<file path="src/rtl/ntt_core_psi_unpack_pkg.sv">
// ntt_core_psi_unpack_pkg
// Shared types and sizing for the NTT core output unpacker.
//   CHUNK_NB : number of OUT_COEF-wide chunks per PSI*R-coef input beat
//   CHUNK_W  : width of the chunk counter (at least 1 bit)
//   PTR_W    : FIFO pointer width, log2(DEPTH)
//   CNT_W    : FIFO occupancy width, holds 0..DEPTH
//   coef_t   : one coefficient
//   beat_t   : one FIFO entry {data, last}; data[i] is coefficient i
package ntt_core_psi_unpack_pkg;

  localparam int OP_W      = 64;
  localparam int PSI       = 4;
  localparam int R         = 2;
  localparam int OUT_COEF  = 2;
  localparam int DEPTH     = 8;
  localparam int AF_MARGIN = 2;

  localparam int BEAT_COEF = PSI * R;
  localparam int CHUNK_NB  = BEAT_COEF / OUT_COEF;
  localparam int CHUNK_W   = (CHUNK_NB > 1) ? $clog2(CHUNK_NB) : 1;
  localparam int PTR_W     = $clog2(DEPTH);
  localparam int CNT_W     = PTR_W + 1;

  typedef logic [OP_W-1:0] coef_t;

  // Packed so that data[i] sits at bits [i*OP_W +: OP_W] of the flat bus.
  typedef struct packed {
    coef_t [BEAT_COEF-1:0] data;
    logic                  last;
  } beat_t;

endpackage

</file>
<file path="src/rtl/ntt_core_psi_unpack_fifo.sv">
// ntt_core_psi_unpack_fifo
// DEPTH-entry register FIFO of beat_t. The head is read straight out of the
// storage registers, so a beat written at cycle t is visible at t+1.
// Ports:
//   clk, s_rst : clock, synchronous active-high reset (clears pointers/count)
//   push       : write wr_beat; caller guarantees !full or a same-cycle pop
//   pop        : retire head; caller guarantees !empty
//   wr_beat    : entry to store
//   head       : oldest entry (undefined content when empty)
//   count      : occupancy 0..DEPTH
//   full/empty : decoded from count
module ntt_core_psi_unpack_fifo
  import ntt_core_psi_unpack_pkg::*;
(
  input  logic             clk,
  input  logic             s_rst,
  input  logic             push,
  input  logic             pop,
  input  beat_t            wr_beat,
  output beat_t            head,
  output logic [CNT_W-1:0] count,
  output logic             full,
  output logic             empty
);

  beat_t            mem [DEPTH];
  logic [PTR_W-1:0] wr_ptr;
  logic [PTR_W-1:0] rd_ptr;

  // Pointers wrap naturally because DEPTH is a power of two.
  always_ff @(posedge clk) begin
    if (s_rst) begin
      wr_ptr <= '0;
      rd_ptr <= '0;
      count  <= '0;
    end else begin
      if (push) wr_ptr <= wr_ptr + PTR_W'(1);
      if (pop)  rd_ptr <= rd_ptr + PTR_W'(1);
      count <= count + CNT_W'(push) - CNT_W'(pop);
    end
  end

  // Storage is not reset; the top gates the outputs while empty.
  always_ff @(posedge clk) begin
    if (push) mem[wr_ptr] <= wr_beat;
  end

  assign head  = mem[rd_ptr];
  assign full  = (count == CNT_W'(DEPTH));
  assign empty = (count == '0);

endmodule

</file>
<file path="src/rtl/ntt_core_psi_out_unpack.sv">
// ntt_core_psi_out_unpack
// Buffers PSI*R-coefficient beats from the NTT core (no backpressure) and
// re-serializes them as OUT_COEF-wide chunks on a valid/ready stream.
// Ports:
//   clk, s_rst   : clock, synchronous active-high reset
//   in_data      : PSI*R coefs, coef i at [i*OP_W +: OP_W]
//   in_avail     : beat valid, always accepted unless the FIFO is full
//   in_last      : beat is the last of the polynomial
//   in_stall     : registered almost-full hint (next count >= DEPTH-AF_MARGIN)
//   out_data     : chunk, chunk 0 carries the lowest-index coefs
//   out_vld      : chunk valid
//   out_rdy      : consumer ready
//   out_last     : final chunk of a beat flagged last
//   out_ovf      : sticky overflow flag
// Handshake: a chunk transfers on a cycle where out_vld & out_rdy are both 1;
// while out_vld=1 and out_rdy=0, out_data/out_last hold and out_vld stays high.
// out_vld, out_data and out_last depend only on registers, never on out_rdy.
// Configuration macro NTT_CORE_PSI_UNPACK_OVF_EN: when defined, out_ovf is
// a sticky flag set by a dropped beat (cleared by s_rst) and a simulation
// assertion reports the drop; when undefined, out_ovf is tied to 0.
module ntt_core_psi_out_unpack
  import ntt_core_psi_unpack_pkg::*;
(
  input  logic                      clk,
  input  logic                      s_rst,
  input  logic [BEAT_COEF*OP_W-1:0] in_data,
  input  logic                      in_avail,
  input  logic                      in_last,
  output logic                      in_stall,
  output logic [OUT_COEF*OP_W-1:0]  out_data,
  output logic                      out_vld,
  input  logic                      out_rdy,
  output logic                      out_last,
  output logic                      out_ovf
);

  if ((BEAT_COEF % OUT_COEF) != 0) begin : g_bad_chunk
    $fatal(1, "PSI*R must be a multiple of OUT_COEF");
  end
  if ((DEPTH < 4) || ((DEPTH & (DEPTH - 1)) != 0)) begin : g_bad_depth
    $fatal(1, "DEPTH must be a power of two and at least 4");
  end

  beat_t              wr_beat;
  beat_t              head;
  logic [CNT_W-1:0]   count;
  logic [CNT_W-1:0]   count_nxt;
  logic               full;
  logic               empty;
  logic [CHUNK_W-1:0] chk;
  logic               last_chk;
  logic               xfer;
  logic               pop;
  logic               push;

  assign wr_beat  = {in_data, in_last};
  assign last_chk = (chk == CHUNK_W'(CHUNK_NB - 1));
  assign xfer     = out_vld & out_rdy;
  assign pop      = xfer & last_chk;
  // A beat arriving while full is accepted only if the head retires this cycle.
  assign push     = in_avail & (~full | pop);
  assign count_nxt = count + CNT_W'(push) - CNT_W'(pop);

  ntt_core_psi_unpack_fifo u_fifo (
    .clk     (clk),
    .s_rst   (s_rst),
    .push    (push),
    .pop     (pop),
    .wr_beat (wr_beat),
    .head    (head),
    .count   (count),
    .full    (full),
    .empty   (empty)
  );

  always_ff @(posedge clk) begin
    if (s_rst) begin
      chk      <= '0;
      in_stall <= 1'b0;
    end else begin
      if (xfer) chk <= last_chk ? '0 : chk + CHUNK_W'(1);
      in_stall <= (count_nxt >= CNT_W'(DEPTH - AF_MARGIN));
    end
  end

  assign out_vld  = ~empty;
  assign out_last = out_vld & head.last & last_chk;

  always_comb begin
    out_data = '0;
    if (out_vld) begin
      for (int j = 0; j < OUT_COEF; j++) begin
        out_data[j*OP_W +: OP_W] = head.data[int'(chk) * OUT_COEF + j];
      end
    end
  end

`ifdef NTT_CORE_PSI_UNPACK_OVF_EN
  logic overflow;
  logic ovf_q;

  assign overflow = in_avail & full & ~pop;

  always_ff @(posedge clk) begin
    if (s_rst)         ovf_q <= 1'b0;
    else if (overflow) ovf_q <= 1'b1;
  end

  assign out_ovf = ovf_q;

  always @(posedge clk) begin
    if (!s_rst) begin
      assert (!overflow) else $warning("ntt_core_psi_out_unpack: beat dropped, FIFO full");
    end
  end
`else
  assign out_ovf = 1'b0;
`endif

endmodule

</file>
<file path="config.mk">
export PLATFORM = sky130hd
export DESIGN_NAME = ntt_core_psi_out_unpack
export DESIGN_NICKNAME = d
export VERILOG_FILES = /design/src/rtl/ntt_core_psi_unpack_pkg.sv /design/src/rtl/ntt_core_psi_unpack_fifo.sv /design/src/rtl/ntt_core_psi_out_unpack.sv
export SDC_FILE = /design/constraint.sdc
export NUM_CORES = 2
export LEC_CHECK = 0
export ABC_CLOCK_PERIOD_IN_PS = 56900
export CAP_MARGIN = 20
export CORE_AREA = 2 2 629 631
export DETAILED_ROUTE_END_ITERATION = 8
export DIE_AREA = 0 0 631 633
export PLACE_DENSITY = 0.57
export SYNTH_ARGS = -nofsm -noshare
export SYNTH_HDL_FRONTEND = slang
export SYNTH_MEMORY_MAX_BITS = 65536
export SYNTH_SLANG_ARGS = --single-unit
</file>
<file path="constraint.sdc">
create_clock -name clk -period 56.9 [get_ports clk]
set_input_delay 8.535 -clock clk [delete_from_list [all_inputs] [get_ports clk]]
set_output_delay 8.535 -clock clk [all_outputs]
set_load 0.02 [all_outputs]
</file>
* After elaboration in Yosys (flattened, before gate mapping)
Memories as Yosys holds them, arrays and structs flattened. A register that Yosys moved wholly into a read port is not among the register bits. Index checks and enable logic that the tools add are counted.
Operators by class: $lt $le $gt $ge 3, add/subtract/negate cells 6, bitwise logic cells 8, muxes and demuxes 11, reduce and logical (&&, ||, !) cells 1, equality and inequality tests 2
Operators with widths (number):
- binary-select mux 64 bit (select 3 bit) | 1
- two-way mux 64 bit | 3
- binary-select mux 64 bit (select 2 bit) | 1
- two-way mux 128 bit | 1
- adder 3 x 1 -> 3 bit (second input constant) | 2
- two-way mux 3 bit | 2
- bitwise AND 1 bit | 5
- adder 3 x 1 -> 4 bit (second input constant) | 1
- adder 4 x 1 -> 4 bit | 1
- equality test 4 bit (second input constant) | 1
- greater-or-equal comparator 4 x 3 -> 1 bit (second input constant) | 1
- zero test 4 bit | 1
- < comparator 3 x 4 -> 1 bit (second input constant) | 1
- < comparator 4 bit (second input constant) | 1
- subtractor 4 x 1 -> 4 bit | 1
- adder 2 x 1 -> 2 bit (second input constant) | 1
- equality test 2 bit (second input constant) | 1
- two-way mux 1 bit | 2
- two-way mux 2 bit | 1
- inverter 1 bit | 2
- bitwise OR 1 bit | 1
Word-level totals: memories 1, logic and storage cells 37, register bits after elaboration 13, input port bits 517, memory bits (writable) 4104
Memory list:
- u_fifo.mem | depth 8, width 513, rd ports 1, clocked after memory_dff 1, wr ports 1, RTL line ntt_core_psi_unpack_fifo.sv:26 | beat_t mem [DEPTH];

* Longest topological paths before layout
word-level depth 9, mapped depth 12, depth with buffers taken out 12

* Modules after synthesis
A second synthesis with hierarchy kept.
Second synthesis, totals: cell total of the unflattened synthesis 6334, area, all modules 158328.1 sq um
Modules (own cells, without submodules):
- ntt_core_psi_unpack_fifo | sequential area each 123498.4 sq um, times used 1, area each 154072.8 sq um, cells an instance 5998
- ntt_core_psi_out_unpack | sequential area each 60.1 sq um, times used 1, area each 4255.3 sq um, cells an instance 336

* Worst setup path after synthesis
No wires, ideal clock.
path kind input -> register, from in out_rdy, to mem u_fifo.mem[0][0] (netlist bit) (enable), path buffers 0, setup slack -2.831 ns, stages 4, arrival 57.088 ns, path through nand2_1 -> o211ai_1 -> nand2_1 -> nor4_1
On the way: word-level cells in the longest chain between the ends 6
Ends and longest elaborated chain:
- start: declaration | RTL line ntt_core_psi_out_unpack.sv:32 | input logic out_rdy,
- bitwise AND 1 bit | RTL line ntt_core_psi_out_unpack.sv:58 | assign xfer = out_vld & out_rdy;
- bitwise AND 1 bit | RTL line ntt_core_psi_out_unpack.sv:59 | assign pop = xfer & last_chk;
- bitwise OR 1 bit | RTL line ntt_core_psi_out_unpack.sv:61 | assign push = in_avail & (~full | pop);
- bitwise AND 1 bit | RTL line ntt_core_psi_out_unpack.sv:61
- two-way mux 1 bit | RTL line ntt_core_psi_unpack_fifo.sv:45 | if (push) mem[wr_ptr] <= wr_beat;
- two-way mux 1 bit (implied by the code) | RTL line ntt_core_psi_unpack_fifo.sv:45
- end: declaration | RTL line ntt_core_psi_unpack_fifo.sv:26
Every way passes these cells.

==> impl_results.md <==
* # Post-CTS Setup Buffers at 0
* DR WL met3 at 29.7 mm
* DRT met1 WL at 176 mm
* Root Buffer: clkbuf_16
* Slowest CP cell: buf_4
* CP peak stage delay at 840 ps
* IO buf count at 647
* Sw Share at 24.1%
* Clk slew on worst S/H paths at 60 ps
* Die height at 633 µm
* Non-Filler Instances at 13.9k
* Clk sink count at 4,120
* Syn nets at 8,042
* Top cells by area, synth: edfxtp_1, mux2i_1, mux4_2
* Post-Synthesis Cells at 7,515
* Synth top area share at 78.7%
* Number of buffers created by CTS at 425
* Slew margin rel. at 17.7%
* Hold crit path type: register to register
* DR WL met2 at 209 mm
* Element type at the critical path end: primary output
* Initial core utilization at 39.9%
* Die extent in x at 631 µm
* Seq/Total Area, Yosys at 78.9%
* Setup slack, reg-to-reg at 49,660 ps
* GRT overflow at 0
* Max cap viols at 0
* LEAKAGE at 53.8 nW
* Minimum clock period at 16,240 ps
* Measured slew at the worst slew-check pin at 1230 ps
* Cell taking the most area after synthesis: edfxtp_1
* Placed cells at 13.1k
* Synth Register Bits at 4,120
* Post-Route Skew at 48.6 ps
* Max Fanout on Critical Path at 113
* DRC at 0
* Status: finished clean
* Area grow syn2layout at 16.3%
* CTS Hold Bufs at 0
* Vias per cell at 5.66
* # setup viols final at 0
* Critical Path Source Type: register
* Final #Nets at 8,839
* IO Count at 649
* Number of global-route vias before repair at 79.3k
* Sequential power share at 51.1%
* Number of fillers in the final layout at 32.6k
* Psw at 1.66 mW
* Post-synth EDFFs at 4,104
* Gr usage total at 20.8%
* Wire length per cell at 30.6 µm
* Core area at 392,000 µm²
* Gpl congestion at 0.738
* DRC violation total after the first TritonRoute iteration at 7,567
* CP delay by family, top: buffers and inverters
* Clk network pwr share at 38.8%
* Yosys warns at 0
* Synth Flop Type: edfxtp_1
* Gate power share at 10.1%
* Total Power at 6.88 mW
* Synth cell types at 44
* Post-route ant nets at 0
* Setup Crit Path Kind: register to primary output
* Commonest non-fill, non-tap cell in the layout: edfxtp_1
* Total Wirelength at 426 mm
* Number of gates resized after cts at 0
* Critical Path RT at 48,370 ps
* Drt pass-1 iters at 7
* Largest net degree at the start of global routing at 142
* Crit path cell chain: buf_4 -> buf_4 -> buf_4 -> buf_12 -> buf_4 -> mux2i_1 -> o22ai_1 -> o21ai_0 -> nand4_1 -> clkdlybuf4s50_1
* Commonest cells after routing, fill and taps aside: edfxtp_1, mux2i_1, clkdlybuf4s50_1, a22oi_1, mux4_2
* Crit path buf inv count at 6
* Internal Power at 5.22 mW
* Die ar. at 399,000 µm²
* Clock Latency Late Sink at 1000 ps
* Final Max Slew Viols at 0
* H-tree Lvls at 5
* Most frequent CP cell: buf_4
* # rows at 230
* Via count at 78.8k
* Crit path DAT at 7700 ps
* Layout cells sized above 1 at 14.2%
* Unrepaired setup endpoints after global routing: no
* VDD IR max at 30.8 µV
* Core Util, Final at 46.5%
* First-pass GRT wire length at 598 mm
* CTS max path bufs at 4
* Final period util at 28.5%
* Initial antenna violation count at 170
* PD cells at 37.8 nW/µm²
* Max Fclk at 61.6 MHz
* Post-DP HPWL at 232 mm
* CTS tree: built
* Fin. Hold Viols at 0
* Final setup TNS at 0 ps
* Post-Syn Area per Cell at 20.8 µm²
* Async SR Flop Fraction at 0%
* Post-synthesis instance area at 157,000 µm²
* Highest Signal Layer: met5
[registers in the layout, indices dropped and copies added, names as in the netlist, named ones only]
| register | cells |
|---|---|
| in_stall | 1 |
| u_fifo.wr_ptr | 3 |
| u_fifo.mem | 4104 |
| u_fifo.count | 4 |
| u_fifo.rd_ptr | 3 |
| chk | 2 |
[metal layers]
layer	track usage [%]	up-vias
li1	-	33186
met5	0	-
met2	34.7	2733
met4	5.21	132
met3	4.57	801
met1	27.7	41923
[tightest hold or removal path, cell delays in order (launching register included)]
cell and delay (ps):
dfxtp_1 320, xor2_1 60, nor2_1 110
[metrics by stage]
| stage | area [µm²] | hold slack (ps) | worst slack, ps |
|---|---|---|---|
| 2_1_floorplan | 157000 | 480 | 11040 |
| 3_3_place_gp | 169000 | 522 | 41250 |
| 3_5_place_dp | 169000 | 519 | 41330 |
| 4_1_cts | 182000 | 547 | 40640 |
| 5_1_grt | 182000 | 578 | 40320 |
| 6_report | 182000 | 539 | 40660 |
[layout make-up]
cell class / count / area, µm² / area share (%)
Sequential cell: 4120 / 124000 / 67.9
Multi-Input combinational cell: 2939 / 30500 / 16.8
Clock buffer: 527 / 11200 / 6.14
Timing Repair Buffer: 815 / 8030 / 4.41
Tap cell: 5220 / 6530 / 3.59
Clock inverter: 244 / 2110 / 1.16
Antenna cell: 44 / 110 / 0.0605
Inverter: 11 / 41.3 / 0.0227
[synthesized netlist by cell type, drive strengths merged, types with 20 or more instances]
library cell	count
mux4	443
mux2i	1168
nand2	26
o21ai	131
edfxtp	4104
buf	334
nand3	113
o22ai	365
nand4	129
a22oi	474
mux2	20
clkbuf	111
[worst paths after layout]
| path | startpoint | depth (start not counted) | endpoint |
|---|---|---|---|
| setup / recovery | register | 10 | out_data[60] |
| hold / removal | u_fifo.rd_ptr[2]$_SDFFE_PP0P_ | 2 | register |
| setup reg to reg | chk[0]$_SDFFE_PP0P_ | 11 | u_fifo.mem[7][240]$_DFFE_PP_ |
| hold reg to reg | u_fifo.rd_ptr[2]$_SDFFE_PP0P_ | 2 | register |
[power groups by stage]
| stage | clock, mW | sequential [mW] | combinational [mW] |
|---|---|---|---|
| floorplan | 0 | 3.72 | 0.297 |
| global placement | 0 | 3.57 | 0.704 |
| detailed placement | 0 | 3.58 | 0.707 |
| CTS | 2.72 | 3.51 | 0.711 |
| global route | 2.83 | 3.52 | 0.733 |
| finish | 2.67 | 3.51 | 0.698 |
[cells by family (layout without fill, tap and decap cells)]
kind of cell,count (synthesis),after routing,share of synthesized area (%)
muxes,1631,1631,14.0
DFF,4120,4120,78.9
adders and majority gates,10,10,0.0847
buffers and inverters,456,1597,1.65
and+or+nand+nor,315,315,1.13
AOI/OAI and AO/OA,978,978,4.18
other,1,45,0.00240
xor gates and xnor gates,4,4,0.0224
(Power assumes the default switching activity.)
